**config.mk**
```make
export PLATFORM = sky130hd
export DESIGN_NAME = rsa_modexp_ctrl
export DESIGN_NICKNAME = d
export VERILOG_FILES = /design/src/rtl/rsa_modexp_ctrl_pkg.sv /design/src/rtl/rsa_modexp_ctrl_my16bitadder.sv /design/src/rtl/rsa_modexp_ctrl.sv
export SDC_FILE = /design/constraint.sdc
export NUM_CORES = 1
export LEC_CHECK = 0
export ABC_AREA = 0
export ABC_CLOCK_PERIOD_IN_PS = 17000
export CORE_UTILIZATION = 61
export CTS_CLUSTER_SIZE = 10
export DETAILED_ROUTE_END_ITERATION = 12
export PLACE_DENSITY_LB_ADDON = 0.08
export SETUP_SLACK_MARGIN = 0.15
export SLEW_MARGIN = 15
export SYNTH_ARGS = -nofsm -noshare
export SYNTH_HDL_FRONTEND = slang
export SYNTH_SLANG_ARGS = --single-unit
```
**constraint.sdc**
```tcl
create_clock -name Clk -period 17 [get_ports Clk]
set_input_delay 5.1 -clock Clk [delete_from_list [all_inputs] [get_ports Clk]]
set_output_delay 5.1 -clock Clk [all_outputs]
set_load 0.02 [all_outputs]
```
**src/rtl/rsa_modexp_ctrl_pkg.sv**
```systemverilog
// Shared types and constants for the RSA modular-exponentiation sequencer.
`timescale 1ns/1ps
package rsa_modexp_ctrl_pkg;

   localparam int unsigned DATA_W        = 16;
   localparam int unsigned MODMUL_CYCLES = 64;

   // Top-level sequencer states.
   typedef enum logic [2:0] {
      IDLE,
      CHECK,
      SQR,
      MUL,
      FIN,
      ERR
   } state_t;

   // Four adder cycles per multiplier bit inside one modular multiply.
   typedef enum logic [1:0] {
      DBL,
      RED1,
      ADD,
      RED2
   } step_t;

endpackage

```
**src/rtl/rsa_modexp_ctrl_my16bitadder.sv**
```systemverilog
// 16-bit ripple-carry adder with optional B inversion (A + B + Cin or A + ~B + Cin).
`timescale 1ns/1ps
module my16bitadder (
   input  logic [15:0] A,
   input  logic [15:0] B,
   input  logic        InvB,
   input  logic        Cin,
   output logic [15:0] Sum,
   output logic        Cout
);

   // Bit-serial carry chain, LSB first.
   always_comb begin : rca
      logic        carry;
      logic [15:0] b_eff;
      Sum   = '0;
      b_eff = InvB ? ~B : B;
      carry = Cin;
      for (int unsigned i = 0; i < 16; i++) begin
         Sum[i] = A[i] ^ b_eff[i] ^ carry;
         carry  = (A[i] & b_eff[i]) | (carry & (A[i] ^ b_eff[i]));
      end
      Cout = carry;
   end

endmodule

```
**src/rtl/rsa_modexp_ctrl.sv**
```systemverilog
// Square-and-multiply M^E mod N sequencer time-sharing one 16-bit adder.
`timescale 1ns/1ps
module rsa_modexp_ctrl
   import rsa_modexp_ctrl_pkg::*;
#(
   parameter int unsigned EXP_BITS = 16
) (
   input  logic              Clk,
   input  logic              Reset,
   input  logic              Start,
   input  logic [DATA_W-1:0] M,
   input  logic [DATA_W-1:0] E,
   input  logic [DATA_W-1:0] N,
   output logic              Busy,
   output logic              Done,
   output logic              Error,
   output logic [DATA_W-1:0] Result
);

   localparam logic [3:0] EXP_TOP = 4'(EXP_BITS - 1);
   localparam logic [3:0] BIT_TOP = 4'(MODMUL_CYCLES / 4 - 1);

   state_t            state_q;
   step_t             step_q;
   logic [3:0]        bit_q;
   logic [3:0]        exp_q;
   logic [DATA_W-1:0] M_q, E_q, N_q, R_q, P_q, T_q;
   logic              Busy_q, Done_q, Error_q;
   logic [DATA_W-1:0] Result_q;

   logic [DATA_W-1:0] add_a, add_b, add_sum, red_d, opa_d;
   logic              add_inv, add_cin, add_cout;

   my16bitadder u_adder (
      .A    (add_a),
      .B    (add_b),
      .InvB (add_inv),
      .Cin  (add_cin),
      .Sum  (add_sum),
      .Cout (add_cout)
   );

   // Adder operand selection: one operation per cycle, idle outside the compute states.
   always_comb begin
      add_a   = '0;
      add_b   = '0;
      add_inv = 1'b0;
      add_cin = 1'b0;
      opa_d   = (state_q == MUL) ? M_q : R_q;
      case (state_q)
         CHECK: begin
            add_a   = M_q;
            add_b   = N_q;
            add_inv = 1'b1;
            add_cin = 1'b1;
         end
         SQR, MUL: begin
            case (step_q)
               DBL: begin
                  add_a = P_q;
                  add_b = P_q;
               end
               ADD: begin
                  add_a = P_q;
                  add_b = R_q[bit_q] ? opa_d : '0;
               end
               default: begin
                  add_a   = T_q;
                  add_b   = N_q;
                  add_inv = 1'b1;
                  add_cin = 1'b1;
               end
            endcase
         end
         default: ;
      endcase
      // Carry out of T - N means T >= N, so keep the difference.
      red_d = add_cout ? add_sum : T_q;
   end

   // Sequencer FSM with registered handshake outputs.
   always_ff @(posedge Clk) begin
      if (Reset) begin
         state_q  <= IDLE;
         step_q   <= DBL;
         bit_q    <= '0;
         exp_q    <= '0;
         M_q      <= '0;
         E_q      <= '0;
         N_q      <= '0;
         R_q      <= '0;
         P_q      <= '0;
         T_q      <= '0;
         Busy_q   <= 1'b0;
         Done_q   <= 1'b0;
         Error_q  <= 1'b0;
         Result_q <= '0;
      end else begin
         Done_q <= 1'b0;
         case (state_q)
            IDLE: begin
               if (Start) begin
                  M_q     <= M;
                  E_q     <= E;
                  N_q     <= N;
                  R_q     <= 16'd1;
                  P_q     <= '0;
                  Error_q <= 1'b0;
                  Busy_q  <= 1'b1;
                  state_q <= CHECK;
               end
            end
            CHECK: begin
               if ((N_q < 16'd2) || N_q[15] || add_cout) begin
                  state_q <= ERR;
               end else begin
                  step_q  <= DBL;
                  bit_q   <= BIT_TOP;
                  exp_q   <= EXP_TOP;
                  P_q     <= '0;
                  state_q <= SQR;
               end
            end
            SQR, MUL: begin
               case (step_q)
                  DBL: begin
                     T_q    <= add_sum;
                     step_q <= RED1;
                  end
                  RED1: begin
                     P_q    <= red_d;
                     step_q <= ADD;
                  end
                  ADD: begin
                     T_q    <= add_sum;
                     step_q <= RED2;
                  end
                  default: begin
                     step_q <= DBL;
                     bit_q  <= bit_q - 4'd1;
                     if (bit_q == '0) begin
                        // Last reduction of the multiply: result goes straight to R; P restarts at 0.
                        P_q <= '0;
                        if (state_q == SQR) begin
                           R_q     <= red_d;
                           state_q <= MUL;
                        end else begin
                           if (E_q[exp_q]) R_q <= red_d;
                           if (exp_q == '0) begin
                              state_q <= FIN;
                           end else begin
                              exp_q   <= exp_q - 4'd1;
                              state_q <= SQR;
                           end
                        end
                     end else begin
                        P_q <= red_d;
                     end
                  end
               endcase
            end
            FIN: begin
               Result_q <= R_q;
               Done_q   <= 1'b1;
               Busy_q   <= 1'b0;
               state_q  <= IDLE;
            end
            ERR: begin
               Result_q <= '0;
               Error_q  <= 1'b1;
               Done_q   <= 1'b1;
               Busy_q   <= 1'b0;
               state_q  <= IDLE;
            end
            default: state_q <= IDLE;
         endcase
      end
   end

   assign Busy   = Busy_q;
   assign Done   = Done_q;
   assign Error  = Error_q;
   assign Result = Result_q;

endmodule

```
# After elaboration in Yosys (flattened, before gate mapping)
# Index checks and enable logic that the tools add are counted.
[totals]
register_bits = 128
in_bits = 51
out_inout_bits = 19
word_cells = 190
[classes]
n_addsub = 2
magnitude_cmp = 3
eq_ne = 15
n_mux = 49
bitwise_logic = 81
n_reduce_logical = 26
[ops]
columns = ["op", "n"]
rows = [
  ["$mux 16", 13],
  ["$pmux 16 s2", 6],
  ["$pmux 16 s3", 1],
  ["$and 1x1->1", 32],
  ["$xor 1x1->1", 32],
  ["$mux 4", 6],
  ["$mux 3", 6],
  ["$lt 16x2->1 const B", 1],
  ["$not 16->16", 1],
  ["$or 1x1->1", 16],
  ["$pmux 4 s2", 2],
  ["$ne 2x2->1 const B", 7],
  ["$lt 4x5->1 const B", 2],
  ["$reduce_and 2->1", 5],
  ["$reduce_bool 2->1", 5],
  ["$pmux 3 s3", 1],
  ["$bmux 1 s4", 2],
  ["$logic_not 4->1", 2],
  ["$sub 4x1->4 const B", 2],
  ["$eq 3x2->1 const B", 2],
  ["$eq 3x3->1 const B", 2],
  ["$mux 1", 6],
  ["$pmux 1 s2", 3],
  ["$pmux 2 s3", 1],
  ["other kinds (16)", 20],
]

# Depth between registers and ports, before layout
[logic_depth]
word_depth = 46
ltp_mapped = 33
depth_no_buf = 29

# Modules after synthesis
# A second synthesis with hierarchy kept.
[hier_totals]
cells_unflattened = 834
hier_area_um2 = 6994.2
[by_module_without_submodules]
columns = ["mod", "instances", "cells_each", "area_per_inst_um2", "seq_area_each_um2"]
rows = [
  ["rsa_modexp_ctrl", 1, 770, 6389.9, 2562.5],
  ["my16bitadder", 1, 64, 604.3, 0.0],
]

# Least setup slack after synthesis
# OpenSTA, ideal clock, no wires.
[synth_timing]
path_kind = "reg2reg"
start = "register bit_q[0]"
end = "register P_q[14]"
setup_ns = 0.065
arrival_ns = 9.280
t_required_ns = 16.935
setup_slack_ns = 7.655
stages_incl_launch_ff = 32
path_buffers = 4
synth_period_minus_slack_ns = 9.345
cell_sequence = "dfxtp_1 clkbuf_1 mux4_2 nand2b_1 a22oi_2 nand3b_1 clkbuf_1 o221ai_1 fa_1 fa_1 fa_1 fa_1 fa_1 fa_1 fa_1 fa_1 fa_1 fa_1 fa_1 fa_1 fa_1 fa_1 inv_1 fa_1 buf_2 inv_2 nor2_1 a31oi_1 nor4_1 clkbuf_1 a22oi_1 nor2_1"
[synth_via]
elab_chain_len = 44
word_cells_on_any_way = 80
classes_between = "eq/ne: 1; mux: 10; bitwise: 66; reduce/logical: 3"
[synth_rtl]
columns = ["element", "line", "text"]
rows = [
  ["start: declaration", "rsa_modexp_ctrl.sv:25", "logic [3:0] bit_q;"],
  ["start signal: assignment", "rsa_modexp_ctrl.sv:140", "bit_q <= bit_q - 4'd1;"],
  ["$bmux 1 s4", "rsa_modexp_ctrl.sv:65", "add_b = R_q[bit_q] ? opa_d : '0;"],
  ["$mux 1 (implied by the code)", "rsa_modexp_ctrl.sv:65", ""],
  ["$mux 16", "rsa_modexp_ctrl.sv:65", ""],
  ["$pmux 16 s2", "rsa_modexp_ctrl.sv:58", "case (step_q)"],
  ["$pmux 16 s2", "rsa_modexp_ctrl.sv:50", "case (state_q)"],
  ["$not 16->16", "rsa_modexp_ctrl_my16bitadder.sv:17", "b_eff = InvB ? ~B : B;"],
  ["$mux 16", "rsa_modexp_ctrl_my16bitadder.sv:17", ""],
  ["$xor 1x1->1", "rsa_modexp_ctrl_my16bitadder.sv:21", "carry = (A[i] & b_eff[i]) | (carry & (A[i] ^ b_eff[i]));"],
  ["(+28 left out)", "-", ""],
  ["$and 1x1->1", "rsa_modexp_ctrl_my16bitadder.sv:21", ""],
  ["$or 1x1->1", "rsa_modexp_ctrl_my16bitadder.sv:21", ""],
  ["$and 1x1->1", "rsa_modexp_ctrl_my16bitadder.sv:21", ""],
  ["$or 1x1->1", "rsa_modexp_ctrl_my16bitadder.sv:21", ""],
  ["$mux 16", "rsa_modexp_ctrl.sv:78", "red_d = add_cout ? add_sum : T_q;"],
  ["$mux 16", "rsa_modexp_ctrl.sv:141", "if (bit_q == '0) begin"],
  ["$pmux 16 s2", "rsa_modexp_ctrl.sv:125", "case (step_q)"],
  ["$pmux 16 s3", "rsa_modexp_ctrl.sv:100", "case (state_q)"],
  ["end signal: assignment", "rsa_modexp_ctrl.sv:131", "P_q <= red_d;"],
  ["end signal: assignment", "rsa_modexp_ctrl.sv:157", "P_q <= red_d;"],
  ["end: declaration", "rsa_modexp_ctrl.sv:27", "logic [DATA_W-1:0] M_q, E_q, N_q, R_q, P_q, T_q;"],
]
# Several ways; a longest one is shown, not always the timed one. The select of a mux whose other input is x is not followed.
# A chain may end at the register's enable or synchronous reset.

# Worst setup path after layout
[layout_timing]
start = "register bit_q[1]"
end = "register P_q[3]"
# Same word-level chain as after synthesis.

==> run metrics <==
CP Class=reg2reg; CTS sink count=128; global-route wire length before repair=26500 um; clk buf depth=2; commonest non-fill, non-tap cell in the layout=nand2_1; sw power=0.467 mW; syn_nets=805; DR pass1 iterations=6; crit end category=register; max_slew headroom=0.353; worst skew pair latency=0.54 ns; RSZ-0062 raised after global routing=no; Synth area leaders=dfxtp_1 41%, nand2_1 9.6%, mux2i_1 7.2%; Worst Skew=0.0117 ns; type of the most critical hold path=reg2reg; initial core utilization=0.636; antenna viol nets, final=0; Post-Route WL=16700 um; wire per inst=18.2 um; Pwr Total=1.23 mW; Final Non-Filler Cells=919; Post-synth EDFFs=0; FP Rows=36; Clk pwr share=0.309; final hold violations=0; Tmin final=9.84 ns; VDD IR max=0.000111 V; combinational share of power=0.358; area share of the leading cell type in the synthesized netlist=0.409; Synth Instances=733; Final Slew Violations=0; Final Cell Area=7610 um2; antenna violations before repair=0; fraction of registers with async set/reset=0; Startpoint Class=register; Core Util, Final=0.772; share of cells above drive strength 1=0.0789; worst setup margin=7.16 ns; max_cap viols=0; crit-path max FO=16; Sequential Power Share=0.333; HPWL after DPL=11400 um; diodes inserted=0; status=finished, final reports clean; Num CTS Buffers=17; synthesized area per cell=8.56 um2; vias per cell=6.09; Slowest-stage cell, CP=nor4_4; Die X=103 um; synth warn=0; Lkg Pwr=3.04 nW; maximum number of pins on one net before global-route repair=91; htree depth=4; required time worst endpoint=17.46 ns; Core ar.=9860 um2; IO Port Bufs=69; Worst-Margin Slew=0.971 ns; hold bufs inserted after CTS=0; fmax=102 MHz; Buf+Inv Stages, Crit Path=2; die outline area=10700 um2; pre-CTS setup slack=7.30 ns; post-placement cell count=887; global-route usage over all layers=0.335; minimum hold slack=0.455 ns; Pint=0.761 mW; CP max stage delay=0.79 ns; Post-CTS Setup Bufs=0; Sw Share=0.380; final period utilization=0.579; Cell Area, Synth=6270 um2; post-synthesis sequential area ratio=0.409; synth unique cells=54; number of global-route vias before repair=5327; Post-CTS Resized=0; Synth Register Bits=128; Starting DRT DRC Count=549; Area Growth Syn to Fin=21.4%; post-placement cell area=6990 um2; Final Setup Violations=0; Reg clk slew, reported paths=0.06 ns; Die Ht=103 um; Arrival @ worst endpoint=10.30 ns; Main synth FF type=dfxtp_1; Yosys top cell by area=dfxtp_1; total grt overflow=0; DRC Markers=0; Root Driver=clkbuf_8; io pins=70; Top cell by count, worst path=fa_1; most frequent cells in the layout=160 x nand2_1, 128 x dfxtp_1, 81 x a21oi_1; CTS tree=done; via count=5594; Top delay family on crit path=adder cells; pwr/cell area=161 nW/um2; GP Congestion=0.982; Net count, final=845; post-route setup TNS=0 ns
==> sequential cells by signal, summed over array words and instances, names as in the netlist <==
register	flops
bit_q	4
Busy	1
P_q	16
state_q	3
T_q	16
Result	16
E_q	16
R_q	16
Error	1
exp_q	4
N_q	16
M_q	16
Done	1
step_q	2
==> cell families after synthesis <==
kind of cell,Yosys count,synth area share
AOI/OAI and AO/OA,168,0.183
xor gates and xnor gates,2,0.00279
adders and majority gates,21,0.0599
buffers and inverters,85,0.0561
DFF,128,0.409
muxes,56,0.106
and+or+nand+nor,273,0.184
==> power by group through the flow <==
| stage | logic, mW | clock network [mW] | registers (mW) |
|---|---|---|---|
| 3_3_place_gp | 0.419 | 0 | 0.409 |
| 6_report | 0.439 | 0.380 | 0.409 |
| 4_1_cts | 0.433 | 0.383 | 0.407 |
| 2_1_floorplan | 0.352 | 0 | 0.375 |
| 3_5_place_dp | 0.429 | 0 | 0.412 |
| 5_1_grt | 0.478 | 0.398 | 0.414 |
==> per-layer routing <==
metal  track usage  vias up  share of wire
li1              -     2647              -
met1         0.443     2632           0.42
met2         0.508      279           0.47
met3        0.0988       36          0.087
met4         0.147        0          0.024
met5             0        -              0
==> cell usage after synthesis (2+ instances only) <==
| cell type | instances |
|---|---|
| a22o_1 | 12 |
| o221ai_1 | 15 |
| buf_1 | 4 |
| or3_1 | 3 |
| nand3_1 | 12 |
| and3_1 | 3 |
| o21ai_1 | 3 |
| nand2_1 | 160 |
| dfxtp_1 | 128 |
| a211oi_1 | 5 |
| a21o_1 | 3 |
| inv_1 | 22 |
| a21oi_1 | 81 |
| nor2b_1 | 4 |
| mux2_1 | 2 |
| a222oi_1 | 15 |
| a31oi_1 | 3 |
| xnor2_1 | 2 |
| nand3b_1 | 2 |
| a22oi_1 | 17 |
| nor4_1 | 4 |
| nand2b_1 | 4 |
| fa_1 | 15 |
| a221oi_1 | 2 |
| inv_2 | 4 |
| nor3_1 | 3 |
| a311oi_1 | 3 |
| mux4_2 | 8 |
| mux2i_1 | 45 |
| nor3b_1 | 4 |
| buf_2 | 7 |
| nor2_1 | 64 |
| and2_1 | 4 |
| clkbuf_1 | 45 |
| ha_1 | 6 |
==> area by class of cell <==
type | instances | area [um2]
multi-input cells | 520 | 3400
well taps | 133 | 166
flip-flops and latches | 128 | 2560
clock buffers | 23 | 467
repair buffers | 79 | 763
inverters | 27 | 101
clock inverters | 9 | 155
fillers | 678 | 2250
==> path summary, 6_finish.rpt <==
| check | start | end | slack, ns | cells past startpoint |
|---|---|---|---|---|
| max | bit_q[1] | P_q[3] | 7.16 | 27 |
| min | E_q[12] | E_q[12] | 0.45 | 2 |
| max reg2reg | bit_q[1] | P_q[3] | 7.16 | 27 |
| min reg2reg | E_q[12] | E_q[12] | 0.45 | 2 |
==> worst reg2reg max path, cell delays in order, from the launching register on <==
cell	delay [ns]
dfxtp_1	0.47
mux4_2	0.53
mux2_2	0.28
a22oi_2	0.15
nand3b_1	0.57
o221ai_1	0.29
fa_1	0.45
fa_1	0.39
fa_1	0.39
fa_1	0.40
fa_1	0.40
fa_1	0.40
fa_1	0.40
fa_1	0.40
fa_1	0.42
fa_1	0.41
fa_1	0.40
fa_1	0.40
fa_1	0.41
fa_1	0.38
inv_1	0.09
fa_1	0.21
inv_2	0.06
nor2_1	0.16
a31oi_1	0.16
nor4_4	0.79
a22oi_1	0.21
nor2_1	0.14
Power figures use the tool's default switching activity.
